===== config.mk =====
export PLATFORM = sky130hd
export DESIGN_NAME = xy_scan_engine
export DESIGN_NICKNAME = d
export VERILOG_FILES = /design/src/rtl/xy_scan_pkg.sv /design/src/rtl/scan_axis_counter.sv /design/src/rtl/xy_scan_engine.sv
export SDC_FILE = /design/constraint.sdc
export NUM_CORES = 1
export LEC_CHECK = 0
export CAP_MARGIN = 20
export CORE_AREA = 2 2 88 90
export DETAILED_ROUTE_END_ITERATION = 6
export DIE_AREA = 0 0 90 92
export MAX_ROUTING_LAYER = met4
export PLACE_DENSITY = 0.77
export SLEW_MARGIN = 30
export SYNTH_ARGS = -nofsm -noshare
export SYNTH_HDL_FRONTEND = slang
export SYNTH_HIERARCHICAL = 1
export SYNTH_SLANG_ARGS = --single-unit

===== constraint.sdc =====
create_clock -name clock -period 3.1 [get_ports clock]
set_clock_uncertainty 0.05 [all_clocks]
set_input_delay 0.31 -clock clock [delete_from_list [all_inputs] [get_ports clock]]
set_output_delay 0.31 -clock clock [all_outputs]
set_load 0.005 [all_outputs]

===== src/rtl/xy_scan_pkg.sv =====
// xy_scan_pkg: shared types and width helpers for xy_scan_engine
package xy_scan_pkg;
  typedef enum logic {IDLE, RUN} state_t;
  typedef struct packed {
    logic sof;
    logic eof;
    logic sol;
    logic eol;
  } marker_t;
  function automatic int cw(input int n);
    return n > 1 ? $clog2(n) : 1;
  endfunction
endpackage


===== src/rtl/scan_axis_counter.sv =====
// scan_axis_counter: one scan axis; load returns to origin, steps up to limit or down to 0 and
// then holds, with last flagging the end of travel in the current direction.
module scan_axis_counter #(
  parameter int N = 8
) (
  input  logic         clock,
  input  logic         reset_n,
  input  logic         load,
  input  logic         en,
  input  logic         dir,
  input  logic [N-1:0] limit,
  output logic [N-1:0] q,
  output logic         last
);
  assign last = dir ? q == '0 : q == limit;
  always_ff @(posedge clock or negedge reset_n)
    if (!reset_n) q <= '0;
    else if (load) q <= '0;
    else if (en && !last) q <= dir ? q - 1'b1 : q + 1'b1;
endmodule


===== src/rtl/xy_scan_engine.sv =====
// xy_scan_engine: programmable raster scan generator with valid/ready output and frame markers.
// Define XY_SCAN_SERPENTINE_EN to honour cfg_serp (odd rows scanned right to left).
module xy_scan_engine
  import xy_scan_pkg::*;
#(
  parameter int MAX_WIDTH  = 640,
  parameter int MAX_HEIGHT = 480,
  parameter int FRAME_BITS = 8,
  localparam int XW = cw(MAX_WIDTH),
  localparam int YW = cw(MAX_HEIGHT)
) (
  input  logic                  clock,
  input  logic                  reset_n,
  input  logic                  start,
  input  logic                  stop,
  input  logic                  loop,
  input  logic [XW:0]           cfg_width,
  input  logic [YW:0]           cfg_height,
  input  logic                  cfg_serp,
  output logic                  out_valid,
  input  logic                  out_ready,
  output logic [XW-1:0]         x,
  output logic [YW-1:0]         y,
  output logic                  sof,
  output logic                  eof,
  output logic                  sol,
  output logic                  eol,
  output logic                  busy,
  output logic                  cfg_err,
  output logic [FRAME_BITS-1:0] frame_count
);
  localparam logic [XW:0] WMAX = (XW+1)'(MAX_WIDTH);
  localparam logic [YW:0] HMAX = (YW+1)'(MAX_HEIGHT);
  state_t        state;
  marker_t       m;
  logic [XW-1:0] w_m1;
  logic [YW-1:0] h_m1;
  logic loop_q, serp_q, stop_pend, row_rev, x_last, y_last;
  logic accept, frame_end, cfg_ok, start_go, cont;
  assign cfg_ok    = cfg_width != '0 && cfg_width <= WMAX && cfg_height != '0 && cfg_height <= HMAX;
  assign start_go  = state == IDLE && start && cfg_ok;
  assign accept    = out_valid && out_ready;
  assign row_rev   = serp_q && y[0];
  assign m.sol     = out_valid && (row_rev ? x == w_m1 : x == '0);
  assign m.eol     = out_valid && x_last;
  assign m.sof     = m.sol && y == '0;
  assign m.eof     = m.eol && y_last;
  assign {sof, eof, sol, eol} = m;
  assign frame_end = accept && m.eof;
  // a stop arriving with the final beat still ends the scan after this frame
  assign cont      = loop_q && !stop_pend && !stop;
  assign busy      = state != IDLE;
  scan_axis_counter #(.N(XW)) u_x (
    .clock(clock), .reset_n(reset_n),
    .load(start_go || frame_end || (accept && x_last && !serp_q)),
    .en(accept), .dir(row_rev), .limit(w_m1), .q(x), .last(x_last)
  );
  scan_axis_counter #(.N(YW)) u_y (
    .clock(clock), .reset_n(reset_n),
    .load(start_go || frame_end),
    .en(accept && x_last), .dir(1'b0), .limit(h_m1), .q(y), .last(y_last)
  );
  always_ff @(posedge clock or negedge reset_n)
    if (!reset_n) begin
      state       <= IDLE;
      out_valid   <= 1'b0;
      cfg_err     <= 1'b0;
      frame_count <= '0;
      stop_pend   <= 1'b0;
      loop_q      <= 1'b0;
      w_m1        <= '0;
      h_m1        <= '0;
    end else begin
      cfg_err <= state == IDLE && start && !cfg_ok;
      if (start_go) begin
        state     <= RUN;
        out_valid <= 1'b1;
        w_m1      <= XW'(cfg_width - 1'b1);
        h_m1      <= YW'(cfg_height - 1'b1);
        loop_q    <= loop;
        stop_pend <= 1'b0;
      end else if (state == RUN) begin
        if (stop) stop_pend <= 1'b1;
        if (frame_end) begin
          frame_count <= frame_count + 1'b1;
          if (!cont) begin
            state     <= IDLE;
            out_valid <= 1'b0;
            stop_pend <= 1'b0;
          end
        end
      end
    end
`ifdef XY_SCAN_SERPENTINE_EN
  always_ff @(posedge clock or negedge reset_n)
    if (!reset_n) serp_q <= 1'b0;
    else if (start_go) serp_q <= cfg_serp;
`else
  logic unused_serp;
  assign serp_q      = 1'b0;
  assign unused_serp = cfg_serp;
`endif
endmodule

==> impl_metrics.tcl, run 1 <==
set metrics [dict create \
    htree_levels 2 \
    period_share_pct 92.2 \
    multiInputGateArea_um2 2300 \
    min_period_ps 2860 \
    worstSetupStartpointType "flop" \
    fmax_mhz 350 \
    power_leakage_nw 2.08 \
    cts_resized 0 \
    vias 2870 \
    clk_pin_slew_ps 100 \
    post-route-util_pct 61.5 \
    cts_setup_buffers 0 \
    synth-main-ff-cell "dfrtp_1" \
    place_hpwl_um 6250 \
    synth-seq-cells 51 \
    clock_tree.buffer_depth 2 \
    setup_viol 0 \
    seqCellArea_um2 1280 \
    core_area_um2 7450 \
    synth.distinct_cells 57 \
    num_antenna_cells 0 \
    slew_viol_final 0 \
    power.share.clock_pct 16.5 \
    io_pins 62 \
    avgSynthCellArea_um2 10.3 \
    grt_pass1_vias 2834 \
    routed_wl_um 8060 \
    grt_max_degree 39 \
    cts_tree "done" \
    fill_cells 596 \
    grt_setup_unrepaired "false" \
    root_buffer "clkbuf_8" \
    ys_seq_area_share_pct 35.6 \
    post_drt_wl_per_cell_um 14.7 \
    finalNetCount 495 \
    internal_power_mw 1.89 \
    gp_congestion 0.821 \
    status "complete, no violations" \
    syn_inst 349 \
    cap_violations 0 \
    insertion_delay_ps 310 \
    synth-edff-count 0 \
    dp.cells 540 \
    first_pass_iters 5 \
    worstSetupPathType "reg -> out" \
    clock-sinks 51 \
    hp-class "in -> async" \
    die_h_um 92 \
    start_util_pct 48.2 \
    synth_area_um2 3590 \
    power_frac_comb_pct 48.2 \
    max-slew-margin-rel_pct 45.4 \
    detail_route.iter0.violations 145 \
    cp.required_ps 2740 \
    worstPathMaxFanout 6 \
    postPlaceCellArea_um2 4460 \
    antenna_found_initial 0 \
    vdd_drop_max_mv 0.284 \
    fin_area_um2 4580 \
    async_reset_ff_share_pct 100 \
    core.rowCount 32 \
    die_x_um 90 \
    yosys_warnings 6 \
    synthToLayoutAreaGrowth_pct 27.6 \
    cts_buffers 5 \
    port_buffers 60 \
    worstSetupEndpointType "output port" \
    power_frac_seq_pct 35.3 \
    p_sw_mw 1.12 \
    cp.arrival_ps 2500 \
    grt_usage_pct 20.3 \
    p_sw_share_pct 37.3 \
    viasPerCell 5.24 \
    postCtsHoldBufs 0 \
    fin_hold_ws_ps 24.9 \
    fin_cells 548 \
    drive_gt1_share_pct 12.3 \
    p_per_area_nw_per_um2 659 \
    dieArea_um2 8280 \
    overflow 0 \
    setup_tns_ps 0 \
    drc_errors 0 \
    drtAntennaViolNets 0 \
    tightest_slew_ps 819 \
    hold_viol 0 \
    grt_pass1_wl_um 13300 \
]
-- power by group through the flow --
stage	sequential [mW]	combinational, mW	clock (mW)
3_3_place_gp	1.07	1.37	0
2_1_floorplan	1.06	0.914	0
5_1_grt	1.09	1.57	0.527
3_5_place_dp	1.08	1.41	0
6_report	1.07	1.45	0.498
4_1_cts	1.06	1.43	0.504
-- stage by stage --
stage	total power, mW	setup slack (ps)
4_1_cts	3.00	236
5_1_grt	3.19	160
2_1_floorplan	1.97	606
3_3_place_gp	2.44	167
3_5_place_dp	2.49	90.2
6_report	3.01	242
-- cell usage after synthesis, drive strengths merged (10+ instances only) --
library cell / instances / share of area [%]
nor4: 11 / 2.9
dfrtp: 51 / 36
o21ai: 12 / 1.7
mux2: 20 / 7.9
a21oi: 14 / 2.0
xnor2: 32 / 7.8
nand2: 26 / 2.9
nor3: 10 / 1.4
inv: 17 / 1.8
ha: 20 / 7.0
xor2: 24 / 5.9
nor2: 21 / 2.2
-- logic make-up (layout without fill, tap and decap cells) --
group	count (synthesis)	in the layout	share of synthesized area, %
AND/OR/NAND/NOR	115	115	18.7
XOR/XNOR	56	56	13.7
AO/OA/AOI/OAI	54	54	11.0
flip-flops	51	51	35.6
multiplexers	28	28	10.1
adder cells (fa/ha/maj)	22	22	8.09
buffers and inverters	22	96	2.76
other	1	24	0.105
-- cell type report --
type | instances | area share (%)
tap | 102 | 2.79
timing repair buffer | 71 | 15.1
inverter | 17 | 1.39
multi-input combinational | 299 | 50.2
clock inverter | 2 | 0.847
clock buffer | 6 | 1.80
sequential | 51 | 27.9
-- layer usage --
metal	up-vias	GRT usage, %	part of all wire (%)
li1	1430	-	-
met2	93	34.0	49
met4	0	5.38	1.5
met5	-	-	0
met1	1336	25.6	45
met3	11	3.45	4.6
-- cells in the final DEF (no fill, tap or decap), types with 4 or more instances in the layout --
cell and n:
o21ai_0 11, mux2_4 15, nand2_1 25, conb_1 24, xnor2_1 32, nand4_1 7
nor3_1 10, clkdlybuf4s50_1 59, nand3_1 7, mux2_2 5, inv_1 17, dfrtp_1 51
buf_4 10, nor4_1 7, xor2_1 24, a21oi_1 14, and3_1 7, nor2b_1 4
nor2_1 21, ha_1 20, o31ai_1 4, clkbuf_8 6, a311oi_1 4, mux2i_1 8
a211oi_1 4
-- final timing paths --
path,cells after the start,start,endpoint,slack (ps)
max in group asynchronous,2,reset_n,frame_count[1],2270
max,6,u_x/q[0],sof,240
min,1,reset_n,u_y/q[6],20
max reg2reg,9,u_x/q[1],frame_count[7],460
min reg2reg,1,frame_count[7],frame_count[7],440
min in group clock,1,frame_count[7],frame_count[7],440
-- critical path, stage by stage, from the launching register on --
cell             delay, ps
dfrtp_1                410
buf_4                  160
nor4b_1                340
nand2_1                 80
nor4_1                 460
and3_1                 240
clkdlybuf4s50_1        490
-- registers in the layout, summed over array words and instances (netlist names) --
register / flops
busy: 1
cfg_err: 1
frame_count: 8
h_m1: 9
loop_q: 1
out_valid: 1
stop_pend: 1
u_x/q: 10
u_y/q: 9
w_m1: 10
Power figures use the tool's default switching activity.
==> inputs of run 2 (changes only) <==
GPL_ROUTABILITY_DRIVEN = 0   (was unset)
==> results of run 2 <==
Same layout as run 1: the final DEF is identical, and so are final timing and power.
